==> src/rtl/instr_fetch_unit.sv <==
// instr_fetch_unit: sequential fetch stage with 2-entry skid buffer.
// Optional perf counters: define IFU_PERF_CNT_EN.
module instr_fetch_unit #(
  parameter int         INSTR_WIDTH = 32,
  parameter int         DEPTH       = 256,
  parameter logic [5:0] HALT_OP     = 6'h3F,
  localparam int        AW          = $clog2(DEPTH)
) (
  input  logic                   clk,
  input  logic                   rst_n,
  input  logic                   start,
  input  logic [AW-1:0]          start_addr,
  input  logic                   stop,
  input  logic                   redirect_valid,
  input  logic [AW-1:0]          redirect_addr,
  output logic [AW-1:0]          rd_addr,
  input  logic [INSTR_WIDTH-1:0] rd_data,
  output logic                   instr_valid,
  input  logic                   instr_ready,
  output logic [INSTR_WIDTH-1:0] instr_data,
  output logic [AW-1:0]          instr_pc,
  output logic                   busy,
  output logic                   done,
  output logic [31:0]            instr_count,
  output logic [31:0]            stall_count
);

  typedef enum logic [1:0] {
    IDLE,
    RUN,
    DRAIN
  } state_t;

  state_t                 state;
  logic [AW-1:0]          pc;
  logic                   s1_v;
  logic                   s2_v;
  logic [AW-1:0]          s2_pc;
  logic [1:0]             cnt;
  logic [INSTR_WIDTH-1:0] b1_data;
  logic [AW-1:0]          b1_pc;

  logic       pop;
  logic       cap;
  logic       halt;
  logic       issue;
  logic [1:0] cnt_ap;
  logic [2:0] load;

  function automatic logic [AW-1:0] inc(
    input logic [AW-1:0] a
  );
    return (a == AW'(DEPTH - 1)) ? '0 : a + AW'(1);
  endfunction

  // The sync memory's output register is the third storage slot:
  // rd_addr is held whenever no new read issues, so an uncaptured
  // word stays on rd_data until the buffer has room for it.
  assign pop    = instr_valid & instr_ready;
  assign cnt_ap = cnt - {1'b0, pop};
  assign cap    = s2_v & (cnt_ap != 2'd2);
  assign halt   = cap &
                  (rd_data[INSTR_WIDTH-1 -: 6] == HALT_OP);
  assign load   = {1'b0, cnt_ap} + {2'b0, s1_v} + {2'b0, s2_v};
  assign issue  = (state == RUN) & ~halt & (load <= 3'd2);

  assign instr_valid = (cnt != 2'd0);
  assign busy        = (state != IDLE);

  // Control FSM, read issue, read pipeline and skid buffer.
  always_ff @(posedge clk or negedge rst_n) begin
    if (!rst_n) begin
      state      <= IDLE;
      pc         <= '0;
      rd_addr    <= '0;
      s1_v       <= 1'b0;
      s2_v       <= 1'b0;
      s2_pc      <= '0;
      cnt        <= 2'd0;
      instr_data <= '0;
      instr_pc   <= '0;
      b1_data    <= '0;
      b1_pc      <= '0;
      done       <= 1'b0;
    end else begin
      done <= 1'b0;
      if (stop) begin
        state <= IDLE;
        cnt   <= 2'd0;
        s1_v  <= 1'b0;
        s2_v  <= 1'b0;
      end else if (redirect_valid && state != IDLE) begin
        state   <= RUN;
        cnt     <= 2'd0;
        s2_v    <= 1'b0;
        s1_v    <= 1'b1;
        rd_addr <= redirect_addr;
        pc      <= inc(redirect_addr);
      end else if (state == IDLE) begin
        if (start) begin
          state   <= RUN;
          s1_v    <= 1'b1;
          rd_addr <= start_addr;
          pc      <= inc(start_addr);
        end
      end else begin
        if (cap && cnt_ap == 2'd0) begin
          instr_data <= rd_data;
          instr_pc   <= s2_pc;
        end else if (pop) begin
          instr_data <= b1_data;
          instr_pc   <= b1_pc;
        end
        if (cap && cnt_ap == 2'd1) begin
          b1_data <= rd_data;
          b1_pc   <= s2_pc;
        end
        cnt  <= cnt_ap + {1'b0, cap};
        s2_v <= ~halt & (s1_v | (s2_v & ~cap));
        if (s1_v) s2_pc <= rd_addr;
        s1_v <= issue;
        if (issue) begin
          rd_addr <= pc;
          pc      <= inc(pc);
        end
        if (halt) begin
          state <= DRAIN;
        end else if (state == DRAIN && pop &&
                     cnt == 2'd1) begin
          state <= IDLE;
          done  <= 1'b1;
        end
      end
    end
  end

`ifdef IFU_PERF_CNT_EN
  // Saturating accept/stall counters, cleared when a program starts.
  always_ff @(posedge clk or negedge rst_n) begin
    if (!rst_n) begin
      instr_count <= '0;
      stall_count <= '0;
    end else if (state == IDLE && start && !stop) begin
      instr_count <= '0;
      stall_count <= '0;
    end else begin
      if (pop && instr_count != '1)
        instr_count <= instr_count + 32'd1;
      if (instr_valid && !instr_ready && stall_count != '1)
        stall_count <= stall_count + 32'd1;
    end
  end
`else
  assign instr_count = '0;
  assign stall_count = '0;
`endif

endmodule

==> config.mk <==
export PLATFORM = sky130hd
export DESIGN_NAME = instr_fetch_unit
export DESIGN_NICKNAME = d
export VERILOG_FILES = /design/src/rtl/instr_fetch_unit.sv
export SDC_FILE = /design/constraint.sdc
export NUM_CORES = 1
export LEC_CHECK = 0
export ABC_CLOCK_PERIOD_IN_PS = 9150
export CAP_MARGIN = 20
export CORE_MARGIN = 2
export CORE_UTILIZATION = 54
export CTS_BUF_LIST = sky130_fd_sc_hd__clkbuf_2
export CTS_CLUSTER_DIAMETER = 200
export DETAILED_ROUTE_END_ITERATION = 8
export GPL_ROUTABILITY_DRIVEN = 0
export PLACE_DENSITY = 0.93
export SLEW_MARGIN = 20
export SYNTH_ARGS = -nofsm -noshare
export SYNTH_HDL_FRONTEND = slang
export SYNTH_SLANG_ARGS = --single-unit
==> constraint.sdc <==
create_clock -name clk -period 9.15 [get_ports clk]
set_clock_uncertainty 0.15 [all_clocks]
set_input_delay 1.3725 -clock clk [delete_from_list [all_inputs] [get_ports clk]]
set_output_delay 1.3725 -clock clk [all_outputs]
set_load 0.005 [all_outputs]
; Yosys cells after proc, flatten, opt, wreduce, memory -nomap -nowiden
; Cells that the tools add are included.
[classes]
addsub = 7
order_cmp = 1
n_eq_ne = 12
muxes = 36
bitwise = 13
n_reduce_logical = 17
[ops]
columns = operator, n
row1 = $mux W8, 13
row2 = $mux W32, 2
row3 = $add A8 B1 Y8 const B, 3
row4 = $eq A8 B8 Y1 const B, 3
row5 = $mux W2, 9
row6 = $mux W1, 12
row7 = $reduce_and A4 Y1, 3
row8 = $and A1 B1 Y1, 7
row9 = $eq A2 B1 Y1 const B, 3
row10 = $eq A6 B6 Y1 const B, 1
row11 = $ne A3 B3 Y1 const B, 2
row12 = $reduce_bool A2 Y1, 3
row13 = $logic_and A1 B1 Y1, 5
row14 = $not A1 Y1, 5
row15 = $reduce_bool A5 Y1, 1
row16 = $logic_not A2 Y1, 2
row17 = $ne A4 B4 Y1 const B, 1
row18 = $add A2 B1 Y3, 1
row19 = $add A3 B1 Y3, 1
row20 = $le A3 B2 Y1 const B, 1
row21 = $reduce_and A3 Y1, 1
row22 = $reduce_bool A3 Y1, 1
row23 = $add A2 B1 Y2, 1
row24 = $eq A2 B2 Y1 const B, 1
row25 = other kinds (4), 4
[word_totals]
reg_bits = 111
output_inout_bits = 115
word_cells = 98

; Longest topological paths before layout
; Gate-level depths: netlist (run 1).
[depth]
word_depth = 12
depth_mapped = 13

; Worst setup path before layout (run 1)
; No wires, ideal clock.
[synth_timing]
path_type = input port to flip-flop
from = in instr_ready
to = reg pc[6]
setup_ns = 0.127
t_arrival_ns = 3.379
path_slack_ns = 5.494
cell_stages = 9
n_path_buf = 0
cell_sequence = nand2_1 inv_1 ha_1 inv_1 fa_1 ha_1 a21oi_1 o32a_4 o32a_2
[synth_via]
elab_chain_cells = 10
[synth_rtl]
columns = element, line_no
row1 = start: declaration, 19  ; input logic instr_ready,
row2 = $and A1 B1 Y1 *, 59  ; assign pop = instr_valid & instr_ready;
row3 = $sub A2 B1 Y2 *, 60  ; assign cnt_ap = cnt - {1'b0, pop};
row4 = branches (longest 5 deep; another with $add A2 B1 Y3), --
row5 = $and A1 B1 Y1 *, 65  ; assign issue = (state == RUN) & ~halt & (load <= 3'd2);
row6 = $reduce_bool A3 Y1 (no line) *, --
row7 = $reduce_and A3 Y1 (no line) *, --
row8 = end signal: assignment, 98  ; pc <= inc(redirect_addr);
row9 = end signal: assignment, 104  ; pc <= inc(start_addr);
row10 = end signal: assignment, 124  ; pc <= inc(pc);
row11 = end: declaration, 35  ; logic [AW-1:0] pc;
; Every way passes the cells marked *.
; A chain may end at the register's enable or synchronous reset.

; Final worst setup path (run 1)
[layout_timing]
from = reg state[1]
to = out busy
[layout_via]
elab_chain_cells = 1
[layout_rtl]
columns = element, line_no
row1 = start: declaration, 34  ; state_t state;
row2 = start signal: assignment, 73  ; state <= IDLE;
row3 = start signal: assignment, 88  ; state <= IDLE;
row4 = start signal: assignment, 93  ; state <= RUN;
row5 = $reduce_bool A2 Y1, 68  ; assign busy = (state != IDLE);
row6 = end: declaration, 22  ; output logic busy,
; Every way passes these cells.

==> results of run 1 <==
cells in the mapped netlist, drive strengths merged (5+ instances only):
library cell  count  area share (%)
a21oi            58             5.1
inv               9            0.57
buf              88              10
nand4             5            0.53
mux2             48             9.1
a21o              6            0.76
xor2              8             1.3
ha                7             1.5
nand3            11             1.0
o21ai            13             1.1
nor2             68             4.3
dfrtp           111              47
a211oi            9             1.7
mux2i            48             8.1
nand2            20             1.3
power by group:
group / internal (mW) / switching, mW / total, mW / leakage, nW
sequential: 0.556 / 0.0544 / 0.610 / 1.48
clock: 0.0909 / 0.153 / 0.244 / 0.0812
combinational: 0.150 / 0.116 / 0.267 / 1.91
final cells by class:
class | count | area (um^2) | share of cell area, %
Inverter | 9 | 33.8 | 0.487
Timing Repair Buffer | 108 | 1070 | 15.4
Multi-Input combinational cell | 410 | 2750 | 39.6
Sequential cell | 111 | 2780 | 40.0
Clock buffer | 10 | 50.0 | 0.722
Tap cell | 140 | 175 | 2.53
Clock inverter | 6 | 85.1 | 1.23
layer usage:
metal	routed length (um)	GRT usage [%]	vias up
li1	-	-	2015
met1	5120	26.5	2038
met2	6050	35.3	185
met3	840	5.32	21
met4	204	5.68	0
met5	0	0	-
logic make-up (layout without fill, tap and decap cells):
family | after synthesis | count (layout) | share of synthesized area, %
fa+ha+maj | 8 | 8 | 1.81
simple gates | 122 | 122 | 9.12
buf+inv | 99 | 133 | 11.0
compound gates | 109 | 109 | 12.3
other cells | 1 | 64 | 0.0631
xor+xnor | 11 | 11 | 1.75
mux | 96 | 96 | 17.2
flops | 111 | 111 | 46.8
flip-flops by register name (all words and copies together) (netlist names), 2 cells and up:
| signal | count |
|---|---|
| b1_data | 32 |
| b1_pc | 8 |
| cnt | 2 |
| instr_data | 32 |
| instr_pc | 8 |
| pc | 8 |
| rd_addr | 8 |
| s2_pc | 8 |
| state | 2 |
path summary, 6_finish.rpt:
kind / depth (start not counted) / slack, ns / to
worst max-delay path: 3 / 5.07 / busy
worst min-delay path: 1 / 0.39 / b1_data[29]
worst max register to register: 12 / 5.72 / instr_data[5]
worst min register to register: 1 / 0.39 / b1_data[29]
max in group asynchronous: 2 / 7.07 / instr_data[6]
min in group asynchronous: 1 / 0.61 / instr_data[16]
worst reg2reg max path, cell delays in order (launching register included):
cell and delay (ns):
dfrtp_1 0.50, or2_2 0.33, nand2_1 0.13, inv_1 0.06
ha_1 0.23, xor2_2 0.22, inv_1 0.14, nand3_2 0.08
buf_4 0.35, a21oi_4 0.27, buf_4 0.59, nor2_1 0.17
a21oi_1 0.16
metrics by stage:
| step | instances | hold slack [ns] | power [mW] |
|---|---|---|---|
| 3_5_place_dp | 778 | 0.343 | 0.887 |
| 4_1_cts | 794 | 0.396 | 1.13 |
| 5_1_grt | 794 | 0.407 | 1.19 |
| 2_1_floorplan | 620 | 0.329 | 0.748 |
| 3_3_place_gp | 778 | 0.336 | 0.872 |
| 6_report | 794 | 0.395 | 1.12 |
==> results.json, run 1 <==
{
  "dieArea_um2": 11900,
  "outcome": "complete, no violations",
  "crit_path_start_kind": "flop",
  "grt_pass1_wl_mm": 19.2,
  "worstHoldPathType": "flop to flop",
  "syn_area_per_cell_um2": 10.7,
  "fin_nets": 711,
  "ys_seq_area_share_pct": 46.8,
  "regToRegStartpoint": "cnt[1]",
  "critPathSlowestCell": "clkdlybuf4s50_1",
  "post-route-util_pct": 64.3,
  "synth_area_um2": 5940,
  "synth_edf_count": 0,
  "cts_setup_buffers": 0,
  "p_leak_nw": 3.48,
  "cts_hold_buffers": 0,
  "clk_pin_slew_worst_paths_ns": 0.26,
  "ant_nets": 0,
  "area_growth_pct": 16.8,
  "htree_levels": 3,
  "drc": 0,
  "placed_area_um2": 6800,
  "via_per_inst": 5.36,
  "nFillCells": 805,
  "final.min_clock_period_ns": 4.08,
  "power_density_nw_per_um2": 162,
  "num_io_pins": 169,
  "critPathTopFamily": "buffers and inverters",
  "cap_violations": 0,
  "row_count": 38,
  "setup_viol": 0,
  "setup.worst_path.class": "flop to output port",
  "port_buffers": 104,
  "worstHoldStart": "b1_data[29]",
  "crit_start": "state[1]",
  "ys_types": 56,
  "grt_max_degree": 81,
  "max_stage_delay_ns": 0.59,
  "dr.first_iter.drc_count": 214,
  "dr.pass1.iters": 5,
  "worst_pin_slew_ns": 0.822,
  "place_ws_ns": 4.72,
  "antenna_found_initial": 0,
  "overflow": 0,
  "start_util_pct": 55.0,
  "finalMaxSlewViolations": 0,
  "clk_path_buf_depth": 2,
  "ir_drop_uv": 71.9,
  "drive_gt1_share_pct": 12.8,
  "die_w_um": 109,
  "num_vias": 4259,
  "layout_common_cells": "dfrtp_1, clkdlybuf4s50_1, nor2_1",
  "crit_chain": "nor2_2 -> inv_1 -> clkdlybuf4s50_1",
  "diodes": 0,
  "ys_seq_elements": 111,
  "cts_root_buffer": "clkbuf_2",
  "insertion_delay_ns": 0.58,
  "hold_violations": 0,
  "design_area_um2": 6940,
  "clock-sinks": 111,
  "cp_max_fo": 24,
  "syn_inst": 557,
  "dieHeight_um": 109,
  "critPathBufInv": 2,
  "dp_hpwl_mm": 8.96,
  "crit_required_ns": 7.63,
  "fmax_mhz": 245,
  "cts.repair.resized": 0,
  "finalCritPeriodShare_pct": 44.6,
  "rsz0062_at_grt": "no",
  "routed_wl_mm": 12.2,
  "final_common_cell": "dfrtp_1",
  "synth_ff_type": "dfrtp_1",
  "drt-wirelength-per-cell_um": 15.4,
  "critPathArrivalTime_ns": 2.56,
  "slew_headroom_pct": 45.0,
  "coreArea_um2": 10800,
  "synthArstFlopShare_pct": 100,
  "grtUsageTotal_pct": 20.8,
  "end_kind": "output port",
  "cts-buffers-inserted": 9,
  "grt_pass1_vias": 3985,
  "yosys_warnings": 0,
  "cts_tree": "yes",
  "fin_ws_ns": 5.07,
  "tns_ns": 0
}
No activity file was read; power rests on OpenSTA's default activity.
==> run 2: changes to the inputs <==
--- a/config.mk
+++ b/config.mk
@@ -5,15 +5,15 @@
 export SDC_FILE = /design/constraint.sdc
 export NUM_CORES = 1
 export LEC_CHECK = 0
-export ABC_CLOCK_PERIOD_IN_PS = 9150
+export ABC_CLOCK_PERIOD_IN_PS = 3900
 export CAP_MARGIN = 20
 export CORE_MARGIN = 2
-export CORE_UTILIZATION = 54
+export CORE_UTILIZATION = 50
 export CTS_BUF_LIST = sky130_fd_sc_hd__clkbuf_2
 export CTS_CLUSTER_DIAMETER = 200
 export DETAILED_ROUTE_END_ITERATION = 8
 export GPL_ROUTABILITY_DRIVEN = 0
-export PLACE_DENSITY = 0.93
+export PLACE_DENSITY = 0.87
 export SLEW_MARGIN = 20
 export SYNTH_ARGS = -nofsm -noshare
 export SYNTH_HDL_FRONTEND = slang
==> constraint.sdc (replaced) <==
create_clock -name clk -period 3.9 [get_ports clk]
set_clock_uncertainty 0.15 [all_clocks]
set_input_delay 0.585 -clock clk [delete_from_list [all_inputs] [get_ports clk]]
set_output_delay 0.585 -clock clk [all_outputs]
set_load 0.005 [all_outputs]
==> run 2 against run 1 <==
Setup slack got worse by 4.6 ns. Power increased by 130%. Cell area up 0.61%. Largest cell class unchanged. Die area grew 7.7%. Via count increased by 3.3%. Combinational power rose by 140%. The run now ends with DRC left. Sequential power increased by 130%. Core utilization decreased by 3.7 points.
==> results.json, run 2 (synthesis results as in run 1) <==
{
  "outcome": "finished, violations left",
  "violations": "DRC",
  "slew_headroom_pct": 59.1,
  "multiInputGateArea_um2": 2750,
  "cts_hold_buffers": 1,
  "die_w_um": 113,
  "tns_ns": 0,
  "grt_max_degree": 81,
  "finalHoldWorstSlack_ns": 0.358,
  "drc": 17,
  "setup.worst_path.class": "flop to flop",
  "port_buffers": 104,
  "crit_chain": "or2_2 -> nand2_1 -> inv_1 -> ha_1 -> inv_1 -> fa_1 -> ha_1 -> a21oi_1 -> o32a_4 -> a2111oi_0 -> a21oi_1",
  "cts_tree": "yes",
  "r2r_cells": 11,
  "final_common_cell": "dfrtp_1",
  "crit_path_start_kind": "flop",
  "power_density_nw_per_um2": 371,
  "hold_violations": 0,
  "gr-usage-met1_pct": 26.8,
  "final.min_clock_period_ns": 3.41,
  "layout_common_cells": "dfrtp_1, clkdlybuf4s50_1, nor2_1",
  "cap_violations": 0,
  "met3_usage_pct": 4.23,
  "fin_nets": 715,
  "largestRegisters": "b1_data (32), instr_data (32)",
  "grtUsageTotal_pct": 19.9,
  "worst_pin_slew_ns": 0.613,
  "insertion_delay_ns": 0.58,
  "critPathSlowestCell": "dfrtp_1",
  "worstHoldPathType": "input pin to async pin",
  "finalMaxSlewViolations": 0,
  "critPathArrivalTime_ns": 3.74,
  "via_per_inst": 5.49,
  "grt_pass1_wl_mm": 20.5,
  "num_vias": 4399,
  "grt_pass1_vias": 4200,
  "overflow": 0,
  "clk_path_buf_depth": 2,
  "cts_root_buffer": "clkbuf_2",
  "drt-wirelength-per-cell_um": 15.7,
  "fmax_mhz": 293,
  "coreArea_um2": 11500,
  "p_leak_nw": 3.49,
  "clock-sinks": 111,
  "cts_setup_buffers": 0,
  "dp_hpwl_mm": 9.16,
  "max_stage_delay_ns": 0.50,
  "crit_required_ns": 4.23,
  "cp_max_fo": 33,
  "area_growth_pct": 17.5,
  "ir_drop_uv": 170,
  "dr.first_iter.drc_count": 365,
  "cts-buffers-inserted": 9,
  "num_io_pins": 169,
  "nFillCells": 946,
  "top_usage_layer": "met2",
  "clk_pin_slew_worst_paths_ns": 0.28,
  "start_util_pct": 51.6,
  "setup_viol": 0,
  "antenna_found_initial": 0,
  "finalCritPeriodShare_pct": 87.5,
  "rsz0062_at_grt": "no",
  "cts.repair.resized": 0,
  "use_met2_pct": 33.0,
  "seq_area_um2": 2780,
  "diodes": 0,
  "end_kind": "flop",
  "dieHeight_um": 113,
  "row_count": 39,
  "drive_gt1_share_pct": 13.4,
  "dieArea_um2": 12800,
  "ant_nets": 0,
  "dr.pass1.iters": 7,
  "htree_levels": 3,
  "routed_wl_mm": 12.6
}
[run 2: cell types whose count changed in the layout (fill, tap and decap cells not counted)]
cell | before | now
bufinv_16 | 2 | 1
clkinv_4 | 2 | 0
dlygate4sd3_1 | 0 | 1
buf_4 | 5 | 6
clkinv_1 | 2 | 1
buf_12 | 0 | 2
inv_6 | 0 | 2
clkinvlp_4 | 0 | 2
[run 2: area by class of cell]
| cell class | count | share of cell area [%] |
|---|---|---|
| repair buffers | 112 | 16.1 |
| multi-input cells | 410 | 39.4 |
| clock inverters | 6 | 0.950 |
| well taps | 143 | 2.56 |
| clock buffers | 10 | 0.717 |
| inverters | 9 | 0.484 |
| flip-flops and latches | 111 | 39.8 |
[run 2: where the power goes]
part           switching (mW)  internal (mW)
Clock                   0.371          0.153
Combinational           0.279          0.358
Sequential              0.124           1.30
Total                   0.774           1.81
[run 2: path summary, 6_finish.rpt]
check	start	end	slack, ns
max	cnt[1]	pc[0]	0.49
min	rst_n	b1_data[16]	0.36
max reg2reg	cnt[1]	pc[0]	0.49
min reg2reg	s2_pc[7]	b1_pc[7]	0.37
max in group asynchronous	rst_n	pc[2]	2.37
min in group clk	s2_pc[7]	b1_pc[7]	0.37
[run 2: through the flow]
step	utilization, %	power (mW)	instance area (um^2)	worst slack (ns)	std cells
finish	60.6	2.59	6980	0.487	801
global route	60.6	2.74	6980	0.158	801
CTS	60.6	2.61	6980	0.491	801
detailed placement	59.5	2.08	6850	0.273	784
global placement	59.5	2.05	6850	0.348	784
floorplan	-	1.75	6180	0.860	620
[run 2: metal layers]
layer	up-vias	wire length (um)
met1	2155	5280
met2	217	6160
li1	2010	-
met3	17	969
met4	0	156
met5	-	0
[run 2: worst max-delay path: cells and delay by family (launching register included)]
family	cells	cell delay, ns
adders and majority gates	3	1.07
AOI/OAI and AO/OA	4	0.96
DFF	1	0.50
and+or+nand+nor	2	0.46
buffers and inverters	2	0.18
